**src/rtl/checkpoint_recovery_ctrl_pkg.sv**
```systemverilog
// Shared types and tag-age helpers for the branch recovery controller.
// Tag ages are taken relative to the ROB head, modulo the tag width.
package checkpoint_recovery_ctrl_pkg;

  localparam int ROB_TAG_W = 4;
  localparam int PC_W      = 32;

  typedef logic [ROB_TAG_W-1:0] rob_tag_t;
  typedef logic [PC_W-1:0]      pc_t;

  typedef enum logic [1:0] {
    IDLE     = 2'd0,
    RESTORE  = 2'd1,
    FLUSH    = 2'd2,
    REDIRECT = 2'd3
  } rec_state_e;

  // Width-agnostic so modules with any ROB_WIDTH can share it.
  function automatic logic [31:0] tag_age(input logic [31:0] tag,
                                          input logic [31:0] head,
                                          input int          width);
    logic [31:0] mask;
    mask = (width >= 32) ? 32'hFFFF_FFFF : ((32'd1 << width) - 32'd1);
    return (tag - head) & mask;
  endfunction

  function automatic logic is_older(input logic [31:0] tag_a,
                                    input logic [31:0] tag_b,
                                    input logic [31:0] head,
                                    input int          width);
    return tag_age(tag_a, head, width) < tag_age(tag_b, head, width);
  endfunction

endpackage

```
**src/rtl/checkpoint_recovery_ctrl_if.sv**
```systemverilog
// Branch-resolution, dispatch and recovery signals of the recovery controller.
// The controller is the slave; the surrounding pipeline is the master.
interface checkpoint_recovery_ctrl_if #(
  parameter int ROB_WIDTH = 4,
  parameter int PC_WIDTH  = 32,
  parameter int NUM_BRU   = 2
);

  logic [ROB_WIDTH-1:0]          i_rob_head_tag;
  logic [NUM_BRU-1:0]            i_bru_valid;
  logic [NUM_BRU-1:0]            i_bru_mispredict;
  logic [NUM_BRU*ROB_WIDTH-1:0]  i_bru_tag;
  logic [NUM_BRU*PC_WIDTH-1:0]   i_bru_target;
  logic                          i_branch_dispatch;
  logic                          i_ckpt_full;

  logic                          o_ckpt_alloc;
  logic                          o_ckpt_restore;
  logic [ROB_WIDTH-1:0]          o_restore_tag;
  logic                          o_flush;
  logic [ROB_WIDTH-1:0]          o_flush_tag;
  logic                          o_redirect_valid;
  logic [PC_WIDTH-1:0]           o_redirect_pc;
  logic                          o_stall_dispatch;
  logic                          o_busy;

  modport slave (
    input  i_rob_head_tag, i_bru_valid, i_bru_mispredict, i_bru_tag,
           i_bru_target, i_branch_dispatch, i_ckpt_full,
    output o_ckpt_alloc, o_ckpt_restore, o_restore_tag, o_flush, o_flush_tag,
           o_redirect_valid, o_redirect_pc, o_stall_dispatch, o_busy
  );

  modport master (
    output i_rob_head_tag, i_bru_valid, i_bru_mispredict, i_bru_tag,
           i_bru_target, i_branch_dispatch, i_ckpt_full,
    input  o_ckpt_alloc, o_ckpt_restore, o_restore_tag, o_flush, o_flush_tag,
           o_redirect_valid, o_redirect_pc, o_stall_dispatch, o_busy
  );

endinterface

```
**src/rtl/checkpoint_recovery_ctrl_oldest_select.sv**
```systemverilog
// Combinational N-way picker returning the oldest requesting tag by ROB age.
// Ties go to the lowest port index.
module checkpoint_recovery_ctrl_oldest_select
  import checkpoint_recovery_ctrl_pkg::*;
#(
  parameter  int NUM       = 2,
  parameter  int ROB_WIDTH = 4,
  parameter  int PC_WIDTH  = 32,
  localparam int IDX_W     = (NUM > 1) ? $clog2(NUM) : 1
) (
  input  logic [ROB_WIDTH-1:0]     head_tag,
  input  logic [NUM-1:0]           req,
  input  logic [NUM*ROB_WIDTH-1:0] tags,
  input  logic [NUM*PC_WIDTH-1:0]  targets,
  output logic                     sel_valid,
  output logic [IDX_W-1:0]         sel_idx,
  output logic [ROB_WIDTH-1:0]     sel_tag,
  output logic [PC_WIDTH-1:0]      sel_target
);

  logic [31:0] best_age;
  logic [31:0] cand_age;

  always_comb begin
    sel_valid  = 1'b0;
    sel_idx    = '0;
    sel_tag    = '0;
    sel_target = '0;
    best_age   = '0;
    cand_age   = '0;
    for (int p = 0; p < NUM; p++) begin
      cand_age = tag_age(32'(tags[p*ROB_WIDTH +: ROB_WIDTH]), 32'(head_tag), ROB_WIDTH);
      // Strict compare keeps the earlier (lower-index) port on equal age.
      if (req[p] && (!sel_valid || (cand_age < best_age))) begin
        sel_valid  = 1'b1;
        sel_idx    = IDX_W'(p);
        sel_tag    = tags[p*ROB_WIDTH +: ROB_WIDTH];
        sel_target = targets[p*PC_WIDTH +: PC_WIDTH];
        best_age   = cand_age;
      end
    end
  end

endmodule

```
**src/rtl/checkpoint_recovery_ctrl.sv**
```systemverilog
// Branch-mispredict recovery sequencer: restore checkpoint, flush, redirect fetch.
// Gates checkpoint allocation and dispatch while a recovery is in flight.
//
//   state    | meaning
//   ---------+---------------------------------------------------------
//   IDLE     | no recovery; first mispredict candidate is captured
//   RESTORE  | one-cycle checkpoint restore strobe for the captured tag
//   FLUSH    | flush younger-than-tag state for FLUSH_CYCLES cycles
//   REDIRECT | one-cycle fetch redirect to the captured target
module checkpoint_recovery_ctrl
  import checkpoint_recovery_ctrl_pkg::*;
#(
  parameter int ROB_WIDTH    = ROB_TAG_W,
  parameter int PC_WIDTH     = PC_W,
  parameter int NUM_BRU      = 2,
  parameter int FLUSH_CYCLES = 2
) (
  input logic                      clk,
  input logic                      reset,
  checkpoint_recovery_ctrl_if.slave bus
);

  localparam int CNT_W = (FLUSH_CYCLES > 1) ? $clog2(FLUSH_CYCLES + 1) : 1;
  localparam int IDX_W = (NUM_BRU > 1) ? $clog2(NUM_BRU) : 1;

  rec_state_e           state_q, state_d;
  logic [ROB_WIDTH-1:0] tag_q, tag_d;
  logic [PC_WIDTH-1:0]  target_q, target_d;
  logic [CNT_W-1:0]     cnt_q, cnt_d;

  logic                 sel_valid;
  logic [IDX_W-1:0]     unused_sel_idx;
  logic [ROB_WIDTH-1:0] sel_tag;
  logic [PC_WIDTH-1:0]  sel_target;
  logic                 late_older;
  logic                 busy;

  checkpoint_recovery_ctrl_oldest_select #(
    .NUM       (NUM_BRU),
    .ROB_WIDTH (ROB_WIDTH),
    .PC_WIDTH  (PC_WIDTH)
  ) u_oldest_select (
    .head_tag   (bus.i_rob_head_tag),
    .req        (bus.i_bru_valid & bus.i_bru_mispredict),
    .tags       (bus.i_bru_tag),
    .targets    (bus.i_bru_target),
    .sel_valid  (sel_valid),
    .sel_idx    (unused_sel_idx),
    .sel_tag    (sel_tag),
    .sel_target (sel_target)
  );

  // The oldest candidate is the only one that can pre-empt an ongoing recovery.
  assign late_older = (state_q != IDLE) && sel_valid &&
                      is_older(32'(sel_tag), 32'(tag_q), 32'(bus.i_rob_head_tag), ROB_WIDTH);

  always_comb begin
    state_d  = state_q;
    tag_d    = tag_q;
    target_d = target_q;
    cnt_d    = cnt_q;
    unique case (state_q)
      IDLE: begin
        if (sel_valid) begin
          tag_d    = sel_tag;
          target_d = sel_target;
          state_d  = RESTORE;
        end
      end
      RESTORE: begin
        if (late_older) begin
          tag_d    = sel_tag;
          target_d = sel_target;
        end else begin
          cnt_d   = CNT_W'(FLUSH_CYCLES);
          state_d = FLUSH;
        end
      end
      FLUSH: begin
        if (late_older) begin
          tag_d    = sel_tag;
          target_d = sel_target;
          state_d  = RESTORE;
        end else begin
          cnt_d = cnt_q - CNT_W'(1);
          if (cnt_q == CNT_W'(1)) state_d = REDIRECT;
        end
      end
      REDIRECT: begin
        if (late_older) begin
          tag_d    = sel_tag;
          target_d = sel_target;
          state_d  = RESTORE;
        end else begin
          state_d = IDLE;
        end
      end
      default: state_d = IDLE;
    endcase
  end

  always_ff @(posedge clk) begin
    if (reset) begin
      state_q  <= IDLE;
      tag_q    <= '0;
      target_q <= '0;
      cnt_q    <= '0;
    end else begin
      state_q  <= state_d;
      tag_q    <= tag_d;
      target_q <= target_d;
      cnt_q    <= cnt_d;
    end
  end

  assign busy                 = (state_q != IDLE);
  assign bus.o_busy           = busy;
  assign bus.o_ckpt_restore   = (state_q == RESTORE);
  assign bus.o_restore_tag    = (state_q == RESTORE) ? tag_q : '0;
  assign bus.o_flush          = (state_q == FLUSH);
  assign bus.o_flush_tag      = (state_q == FLUSH) ? tag_q : '0;

  // An older mispredict arriving in REDIRECT would send fetch down a path
  // that is about to be killed, so the pulse is withheld that cycle.
  assign bus.o_redirect_valid = (state_q == REDIRECT) && !late_older;
  assign bus.o_redirect_pc    = ((state_q == REDIRECT) && !late_older) ? target_q : '0;

  assign bus.o_stall_dispatch = busy | sel_valid |
                                (bus.i_branch_dispatch & bus.i_ckpt_full);
  assign bus.o_ckpt_alloc     = bus.i_branch_dispatch & ~bus.i_ckpt_full &
                                ~bus.o_stall_dispatch;

endmodule

```
**src/flat_wrapper.sv**
```systemverilog
// flat-port wrapper written by rule: the top's interface ports become plain ports
module checkpoint_recovery_ctrl_flat import checkpoint_recovery_ctrl_pkg::*;
#(
  parameter int ROB_WIDTH    = ROB_TAG_W,
  parameter int PC_WIDTH     = PC_W,
  parameter int NUM_BRU      = 2,
  parameter int FLUSH_CYCLES = 2
)
  (clk, reset, bus_i_rob_head_tag, bus_i_bru_valid, bus_i_bru_mispredict, bus_i_bru_tag, bus_i_bru_target, bus_i_branch_dispatch, bus_i_ckpt_full, bus_o_ckpt_alloc, bus_o_ckpt_restore, bus_o_restore_tag, bus_o_flush, bus_o_flush_tag, bus_o_redirect_valid, bus_o_redirect_pc, bus_o_stall_dispatch, bus_o_busy);
  checkpoint_recovery_ctrl_if #(.ROB_WIDTH(ROB_WIDTH), .PC_WIDTH(PC_WIDTH), .NUM_BRU(NUM_BRU)) bus_i ();
  input logic clk;
  input logic reset;
  input wire logic [$bits(bus_i.i_rob_head_tag)-1:0] bus_i_rob_head_tag;
  input wire logic [$bits(bus_i.i_bru_valid)-1:0] bus_i_bru_valid;
  input wire logic [$bits(bus_i.i_bru_mispredict)-1:0] bus_i_bru_mispredict;
  input wire logic [$bits(bus_i.i_bru_tag)-1:0] bus_i_bru_tag;
  input wire logic [$bits(bus_i.i_bru_target)-1:0] bus_i_bru_target;
  input wire logic [$bits(bus_i.i_branch_dispatch)-1:0] bus_i_branch_dispatch;
  input wire logic [$bits(bus_i.i_ckpt_full)-1:0] bus_i_ckpt_full;
  output wire logic [$bits(bus_i.o_ckpt_alloc)-1:0] bus_o_ckpt_alloc;
  output wire logic [$bits(bus_i.o_ckpt_restore)-1:0] bus_o_ckpt_restore;
  output wire logic [$bits(bus_i.o_restore_tag)-1:0] bus_o_restore_tag;
  output wire logic [$bits(bus_i.o_flush)-1:0] bus_o_flush;
  output wire logic [$bits(bus_i.o_flush_tag)-1:0] bus_o_flush_tag;
  output wire logic [$bits(bus_i.o_redirect_valid)-1:0] bus_o_redirect_valid;
  output wire logic [$bits(bus_i.o_redirect_pc)-1:0] bus_o_redirect_pc;
  output wire logic [$bits(bus_i.o_stall_dispatch)-1:0] bus_o_stall_dispatch;
  output wire logic [$bits(bus_i.o_busy)-1:0] bus_o_busy;
  assign bus_i.i_rob_head_tag = bus_i_rob_head_tag;
  assign bus_i.i_bru_valid = bus_i_bru_valid;
  assign bus_i.i_bru_mispredict = bus_i_bru_mispredict;
  assign bus_i.i_bru_tag = bus_i_bru_tag;
  assign bus_i.i_bru_target = bus_i_bru_target;
  assign bus_i.i_branch_dispatch = bus_i_branch_dispatch;
  assign bus_i.i_ckpt_full = bus_i_ckpt_full;
  assign bus_o_ckpt_alloc = bus_i.o_ckpt_alloc;
  assign bus_o_ckpt_restore = bus_i.o_ckpt_restore;
  assign bus_o_restore_tag = bus_i.o_restore_tag;
  assign bus_o_flush = bus_i.o_flush;
  assign bus_o_flush_tag = bus_i.o_flush_tag;
  assign bus_o_redirect_valid = bus_i.o_redirect_valid;
  assign bus_o_redirect_pc = bus_i.o_redirect_pc;
  assign bus_o_stall_dispatch = bus_i.o_stall_dispatch;
  assign bus_o_busy = bus_i.o_busy;
  checkpoint_recovery_ctrl #(.ROB_WIDTH(ROB_WIDTH), .PC_WIDTH(PC_WIDTH), .NUM_BRU(NUM_BRU), .FLUSH_CYCLES(FLUSH_CYCLES)) u_core (.clk(clk), .reset(reset), .bus(bus_i));
endmodule
```
**config.mk**
```make
export PLATFORM = sky130hd
export DESIGN_NAME = checkpoint_recovery_ctrl_flat
export DESIGN_NICKNAME = d
export VERILOG_FILES = /design/src/rtl/checkpoint_recovery_ctrl_pkg.sv /design/src/rtl/checkpoint_recovery_ctrl_if.sv /design/src/rtl/checkpoint_recovery_ctrl_oldest_select.sv /design/src/rtl/checkpoint_recovery_ctrl.sv /design/src/flat_wrapper.sv
export SDC_FILE = /design/constraint.sdc
export NUM_CORES = 1
export LEC_CHECK = 0
export ABC_CLOCK_PERIOD_IN_PS = 12200
export CAP_MARGIN = 10
export CORE_MARGIN = 4
export CORE_UTILIZATION = 45
export DETAILED_ROUTE_END_ITERATION = 8
export MAX_ROUTING_LAYER = met4
export PLACE_DENSITY = 0.95
export SETUP_SLACK_MARGIN = 0.3
export SLEW_MARGIN = 15
export SYNTH_ARGS = -nofsm -noshare
export SYNTH_HDL_FRONTEND = slang
export SYNTH_SLANG_ARGS = --single-unit
```
**constraint.sdc**
```tcl
create_clock -name clk -period 12.2 [get_ports clk]
set_input_delay 2.44 -clock clk [delete_from_list [all_inputs] [get_ports clk]]
set_output_delay 2.44 -clock clk [all_outputs]
set_load 0.1 [all_outputs]
```
==> impl_results.md, run 1 <==
- Num rows: 28
- Clk pin slew, worst setup/hold paths: 0.08 ns
- Wirelength per Cell: 16.8 um
- Ant diodes: 0
- Final setup vio count: 0
- Post-synthesis cell count: 313
- Synth warnings: 0
- Net Count, Synth: 420
- WL final: 8.50 mm
- Seq pwr share: 28.6%
- Layout area overhead: 46.7%
- Int Power: 0.367 mW
- Initial Util: 47.1%
- Post-Synth Simple-Gate Area: 24.4%
- # port buffers: 129
- First-pass GRT wire length: 13.5 mm
- DRC: 0
- Complex-gate fraction of the synthesized area: 25.0%
- VDD IR-drop max: 192 uV
- Synthesis-stage register bit count: 40
- Primary FF master, synth: dfxtp_1
- Async S/R FF share, synth: 0%
- Crit path launch type: input port
- Hold-fix buffers, CTS: 0
- Fin nets: 536
- Total congestion overflow: 0
- Syn avg cell area: 9.02 um2
- Clock share of power: 16.6%
- Max_cap viols: 0
- Dpl hpwl: 6.67 mm
- Core area: 5990 um2
- Slowest Stage Delay on Critical Path: 0.81 ns
- Drt first pass iters: 4
- Clock latency on the worst-skew pair: 0.29 ns
- Status: completed
- Fillers: 479
- Max Root-Sink Buffers: 2
- Post-synthesis xor/xnor area fraction: 3.72%
- Worst min-delay path class: reg2reg
- Largest family of logic cells by synthesized area: compound AO/OA/AOI/OAI gates
- Worst-path cell chain: clkdlybuf4s50_1 -> ha_1 -> inv_1 -> fa_1 -> xor2_1 -> nand3_1 -> ha_1 -> a21o_1 -> a31oi_1 -> a32o_2 -> buf_4 -> a22o_1 -> ha_1 -> xor2_1 -> ha_1 -> nand2_1 -> o21ai_1 -> a211oi_4 -> nor2_2 -> and2_1 -> buf_4
- Crit path capture type: output port
- Slew headroom: 32.4%
- Total number of vias: 2,830
- Combinational share of power: 54.8%
- Post-synthesis sequential area ratio: 28.4%
- Reg2reg start: u_core.tag_q[0]
- Min-delay src: u_core.cnt_q[1]
- Number of global-route vias before repair: 3,050
- Netlist cell types: 42
- Post CTS Setup Buffer Count: 0
- Worst Setup SP: bus_i_rob_head_tag[0]
- Period utilisation layout: 89.1%
- IO Pins: 130
- CTS Root Buffer Type: clkbuf_8
- Upper clock frequency limit: 0.0920 GHz
- GRT Util Overall: 22.6%
- P_leak: 1.73 nW
- Slew Limit Fails: 0
- Net Sw Frac: 45.4%
- Most frequent cell after synthesis: dfxtp_1
- RSZ-0062 raised after global routing: false
- Worst EP arrival: 8.43 ns
- Final Hold Vio Count: 0
- Worst setup path category: in2out
- Worst slew pin tran: 1.01 ns
- Net load switching power: 0.305 mW
- Fin area: 4140 um2
- Routability cong.: 0.829
- Layout cells sized above 1: 19.5%
- Cell Area, Placed: 4030 um2
- Cell Area, Synth: 2820 um2
- Required time worst endpoint: 9.76 ns
- Die area: 7600 um2
- Vias per cell: 5.60
- Setup Skew: 0.00846 ns
- Highest fanout seen on the critical path: 33
- Post-route setup TNS: 0 ns
- H-Tree Depth: 2
- Die span in x: 87.2 um
- Die Y: 87.2 um
- Synth top area cells: dfxtp_1 (28%), a221oi_2 (14%), and2_1 (8.4%)
- Post-synth top area share: 28.4%
- Util after Layout: 69.1%
- Worst Path Buf+Inv: 4
- CTS tree: built
- Slowest CP cell: nor2_2
- Post-synth EDFFs: 0
- Clock buffer count from CTS: 5
- Mux contribution to synthesized area: 0%
- Detailed Route Iter0 Violations: 108
- Synth Area in Adders: 11.3%
- Cell repeated most along the worst path: ha_1
- Power density cells: 162 nW/um2
- TritonCTS Sinks: 40
- Initial antenna violation count: 0
- Synth area leader: dfxtp_1
- Top delay family on crit path: compound AO/OA/AOI/OAI gates
- Routed Antenna Nets: 0
- Min cycle time layout: 10.87 ns
- Post-synth top cells: dfxtp_1 (40), nor2_1 (39), and2_1 (38), nor3_1 (36), a221oi_2 (26)
- Post-CTS sizing: 0
- Largest net degree at the start of global routing: 41
==> power by group through the flow <==
stage / Sequential (mW) / Clock (mW) / Combinational, mW
2_1_floorplan: 0.185 / 0 / 0.294
3_3_place_gp: 0.193 / 0 / 0.355
3_5_place_dp: 0.194 / 0 / 0.368
4_1_cts: 0.192 / 0.113 / 0.370
5_1_grt: 0.197 / 0.119 / 0.402
6_report: 0.192 / 0.112 / 0.369
==> worst min-delay path, delay by kind of cell (launching register included) <==
kind,cells,cell delay (ns)
flops,1,0.31
compound gates,1,0.06
buf+inv,1,0.07
==> layout by cell type (no fill, tap or decap), drive strengths merged, types with 6 or more instances in the layout <==
cell and n:
clkdlybuf4s50 96, dfxtp 40, nor2 40, and2 39
buf 37, nor3 36, a221oi 33, ha 19
inv 16, a21oi 8, xnor2 7, nand2 6
nand3 6
==> registers in the layout, indices dropped and copies added (netlist names) <==
register,cells
u_core.target_q,32
u_core.state_q,2
u_core.tag_q,4
u_core.cnt_q,2
==> per-layer routing <==
metal | GRT usage, % | wire, um | vias up
met5 | - | 0 | -
li1 | - | - | 1358
met1 | 23.9 | 3150 | 1318
met4 | 10.0 | 242 | 0
met3 | 4.92 | 671 | 25
met2 | 40.3 | 4440 | 129
==> metrics by stage <==
stage	hold WS [ns]	setup slack [ns]	total power [mW]	cells
after floorplan	0.444	1.63	0.478	313
after global placement	0.462	1.61	0.547	497
after detailed placement	0.467	1.29	0.563	497
after CTS	0.480	1.28	0.675	505
after global routing	0.509	0.838	0.717	505
final	0.480	1.33	0.673	505
==> area by class of cell <==
class | count | area, um2 | share of cell area (%)
tap | 75 | 93.8 | 2.27
multi-input combinational | 234 | 1840 | 44.3
clock buffer | 5 | 68.8 | 1.66
sequential | 40 | 801 | 19.3
clock inverter | 3 | 46.3 | 1.12
timing repair buffer | 133 | 1240 | 29.9
inverter | 15 | 56.3 | 1.36
==> final timing paths <==
check                                              to  slack [ns]  cells after the start
worst max-delay path            bus_o_redirect_pc[21]        1.33                     21
worst min-delay path                  u_core.cnt_q[1]        0.48                      2
worst max register to register     u_core.target_q[3]        8.95                     11
worst min register to register        u_core.cnt_q[1]        0.48                      2
==> cells by family (layout without fill, tap and decap cells) <==
group,after synthesis,count (layout)
compound gates,65,65
xor+xnor,12,12
fa+ha+maj,23,23
buf+inv,39,156
flops,40,40
simple gates,134,134
No activity file was read; power rests on OpenSTA's default activity.
==> inputs of run 2 (changes only) <==
CORE_ASPECT_RATIO = 1.75   (was not set)
SLEW_MARGIN = 20   (was 15)
==> run 2 against run 1 <==
Against the previous run: clock power shrank 5%; clock skew is 0.0021 ns lower; non-clock buffer count did not move; critical endpoint is now bus_o_redirect_pc[4]; setup slack better by 0.57 ns; first-iteration DRC count rose by 25%.
==> impl_results.md, run 2 (same netlist as run 1, synthesis figures left out) <==
- Worst EP arrival: 7.87 ns (-0.56 ns)
- WL final: 8.58 mm (+0.89%)
- Initial Util: 47.3% (+0.15 points)
- Hold-fix buffers, CTS: 0 (unchanged)
- Initial antenna violation count: 0 (unchanged)
- Combinational share of power: 55.9% (+1.1 points)
- Fin nets: 536 (unchanged)
- DRC: 0 (unchanged)
- Number of global-route vias before repair: 2,915 (-4.4%)
- Die Y: 113 um (+29%)
- Layout cells sized above 1: 19.3% (-0.23 points)
- Final Hold Vio Count: 0 (unchanged)
- First-pass GRT wire length: 13.3 mm (-1.3%)
- TritonCTS Sinks: 40 (unchanged)
- Die area: 7650 um2 (+0.66%)
- H-Tree Depth: 2 (unchanged)
- Clock buffer count from CTS: 5 (unchanged)
- Status: completed
- WHS: 0.473 ns (-0.00645 ns)
- CTS tree: built
- Clk pin slew, worst setup/hold paths: 0.08 ns (about the same)
- Largest Register: u_core.target_q
- Max Root-Sink Buffers: 2 (unchanged)
- Highest fanout seen on the critical path: 33 (unchanged)
- Largest register FFs: 32 (unchanged)
- Required time worst endpoint: 9.76 ns (about the same)
- Reg2reg start: u_core.tag_q[0]
- Total number of vias: 2,826 (-0.14%)
- Num rows: 37 (+32%)
- Drt first pass iters: 4 (unchanged)
- Int Power: 0.367 mW (about the same)
- Period utilisation layout: 84.5% (-4.7 points)
- Ant diodes: 0 (unchanged)
- Commonest non-fill, non-tap cell in the layout: clkdlybuf4s50_1
- Final non-filler cell total: 508 (+0.59%)
- Power density cells: 162 nW/um2 (about the same)
- RSZ-0062 raised after global routing: false
- # port buffers: 129 (unchanged)
- Post-CTS sizing: 0 (unchanged)
- Min-delay src: u_core.cnt_q[1]
- CTS Root Buffer Type: clkbuf_8
- Detailed Route Iter0 Violations: 135 (+25%)
- Setup Skew: 0.00637 ns (-0.00209 ns)
- Seq pwr share: 28.3% (-0.3 points)
- Post-route setup TNS: 0 ns (unchanged)
- Net Sw Frac: 45.4% (about the same)
- Slew Limit Fails: 0 (unchanged)
- Min cycle time layout: 10.31 ns (-0.567 ns)
- Dpl hpwl: 6.68 mm (+0.18%)
- Die span in x: 67.9 um (-22%)
- Post CTS Setup Buffer Count: 0 (unchanged)
- Vias per cell: 5.56 (-0.73%)
- Crit path launch type: input port
- Crit path capture type: output port
- Max_cap viols: 0 (unchanged)
- Worst Setup SP: bus_i_rob_head_tag[0]
- Clock share of power: 15.7% (-0.9 points)
- Upper clock frequency limit: 0.0970 GHz (+5.5%)
- Layout area overhead: 46.7% (about the same)
- P_leak: 1.73 nW (about the same)
- Most frequent cells in the layout: clkdlybuf4s50_1 (96), dfxtp_1 (40), nor2_1 (38), and2_1 (38), buf_4 (37)
- Wirelength per Cell: 16.9 um (+0.30%)
- Worst min-delay path class: reg2reg
- Routability cong.: 0.883 (+6.5%)
- Core area: 5970 um2 (-0.31%)
- Total congestion overflow: 0 (unchanged)
- Slew headroom: 27.9% (-4.5 points)
- Top flop regs: u_core.target_q x32, u_core.tag_q x4
- Clock latency on the worst-skew pair: 0.29 ns (about the same)
- Net load switching power: 0.306 mW (+0.12%)
- IO Pins: 130 (unchanged)
- Largest net degree at the start of global routing: 41 (unchanged)
- Worst setup path category: in2out
- VDD IR-drop max: 92.5 uV (-52%)
- Final setup vio count: 0 (unchanged)
- Placed Cells incl. Taps: 500 (+0.60%)
- GRT Util Overall: 23.0% (+0.40 points)
- Worst slew pin tran: 1.08 ns (+0.0686 ns)
- Routed Antenna Nets: 0 (unchanged)
==> run 2: worst max-delay path, stage by stage <==
cell and delay (ns):
clkdlybuf4s50_1 0.55, ha_1 0.17, inv_1 0.06, fa_1 0.37, xor2_1 0.17, nand3_1 0.10, ha_1 0.30, a21o_1 0.16
a31oi_1 0.30, o22ai_4 0.16, a22oi_1 0.22, ha_1 0.19, inv_1 0.06, fa_1 0.38, xor2_1 0.18, ha_1 0.31
nand2_1 0.05, o21ai_1 0.42, a211oi_4 0.17, nor2_4 0.53, and2_1 0.24, buf_4 0.30
==> run 2: power groups by stage <==
| stage | Clock [mW] | Combinational, mW | Sequential, mW |
|---|---|---|---|
| floorplan | 0 | 0.294 | 0.185 |
| global placement | 0 | 0.360 | 0.191 |
| detailed placement | 0 | 0.376 | 0.193 |
| CTS | 0.107 | 0.378 | 0.190 |
| global route | 0.114 | 0.407 | 0.196 |
| finish | 0.106 | 0.376 | 0.191 |
==> run 2: worst paths after layout <==
kind              cells past startpoint  slack, ns                    to
setup / recovery                     22       1.89  bus_o_redirect_pc[4]
hold / removal                        2       0.47       u_core.cnt_q[1]
setup reg to reg                     11       8.81    u_core.target_q[7]
hold reg to reg                       2       0.47       u_core.cnt_q[1]
==> run 2: per-stage QoR <==
stage,setup slack [ns],power [mW],utilization [%],instance area [um2]
after floorplan,1.63,0.478,-,2820
after global placement,1.83,0.551,67.5,4030
after detailed placement,1.57,0.570,67.5,4030
after CTS,1.57,0.675,69.3,4140
after global routing,1.54,0.717,69.3,4140
final,1.89,0.673,69.3,4140
==> run 2: area by class of cell <==
type                       instances  area, um2
sequential                        40        801
fill                             459       1830
clock buffer                       6       72.6
inverter                          15       56.3
timing repair buffer             133       1240
clock inverter                     2       35.0
multi-input combinational        234       1840
tap                               78       97.6
==> run 2: metal layers <==
layer  GRT usage, %  up-vias  routed length (um)
met5              -        -                   0
met4           12.0        0                 352
met3           2.78       29                 546
met2           42.6      121                4770
met1           22.2     1328                2910
li1               -     1348                   -
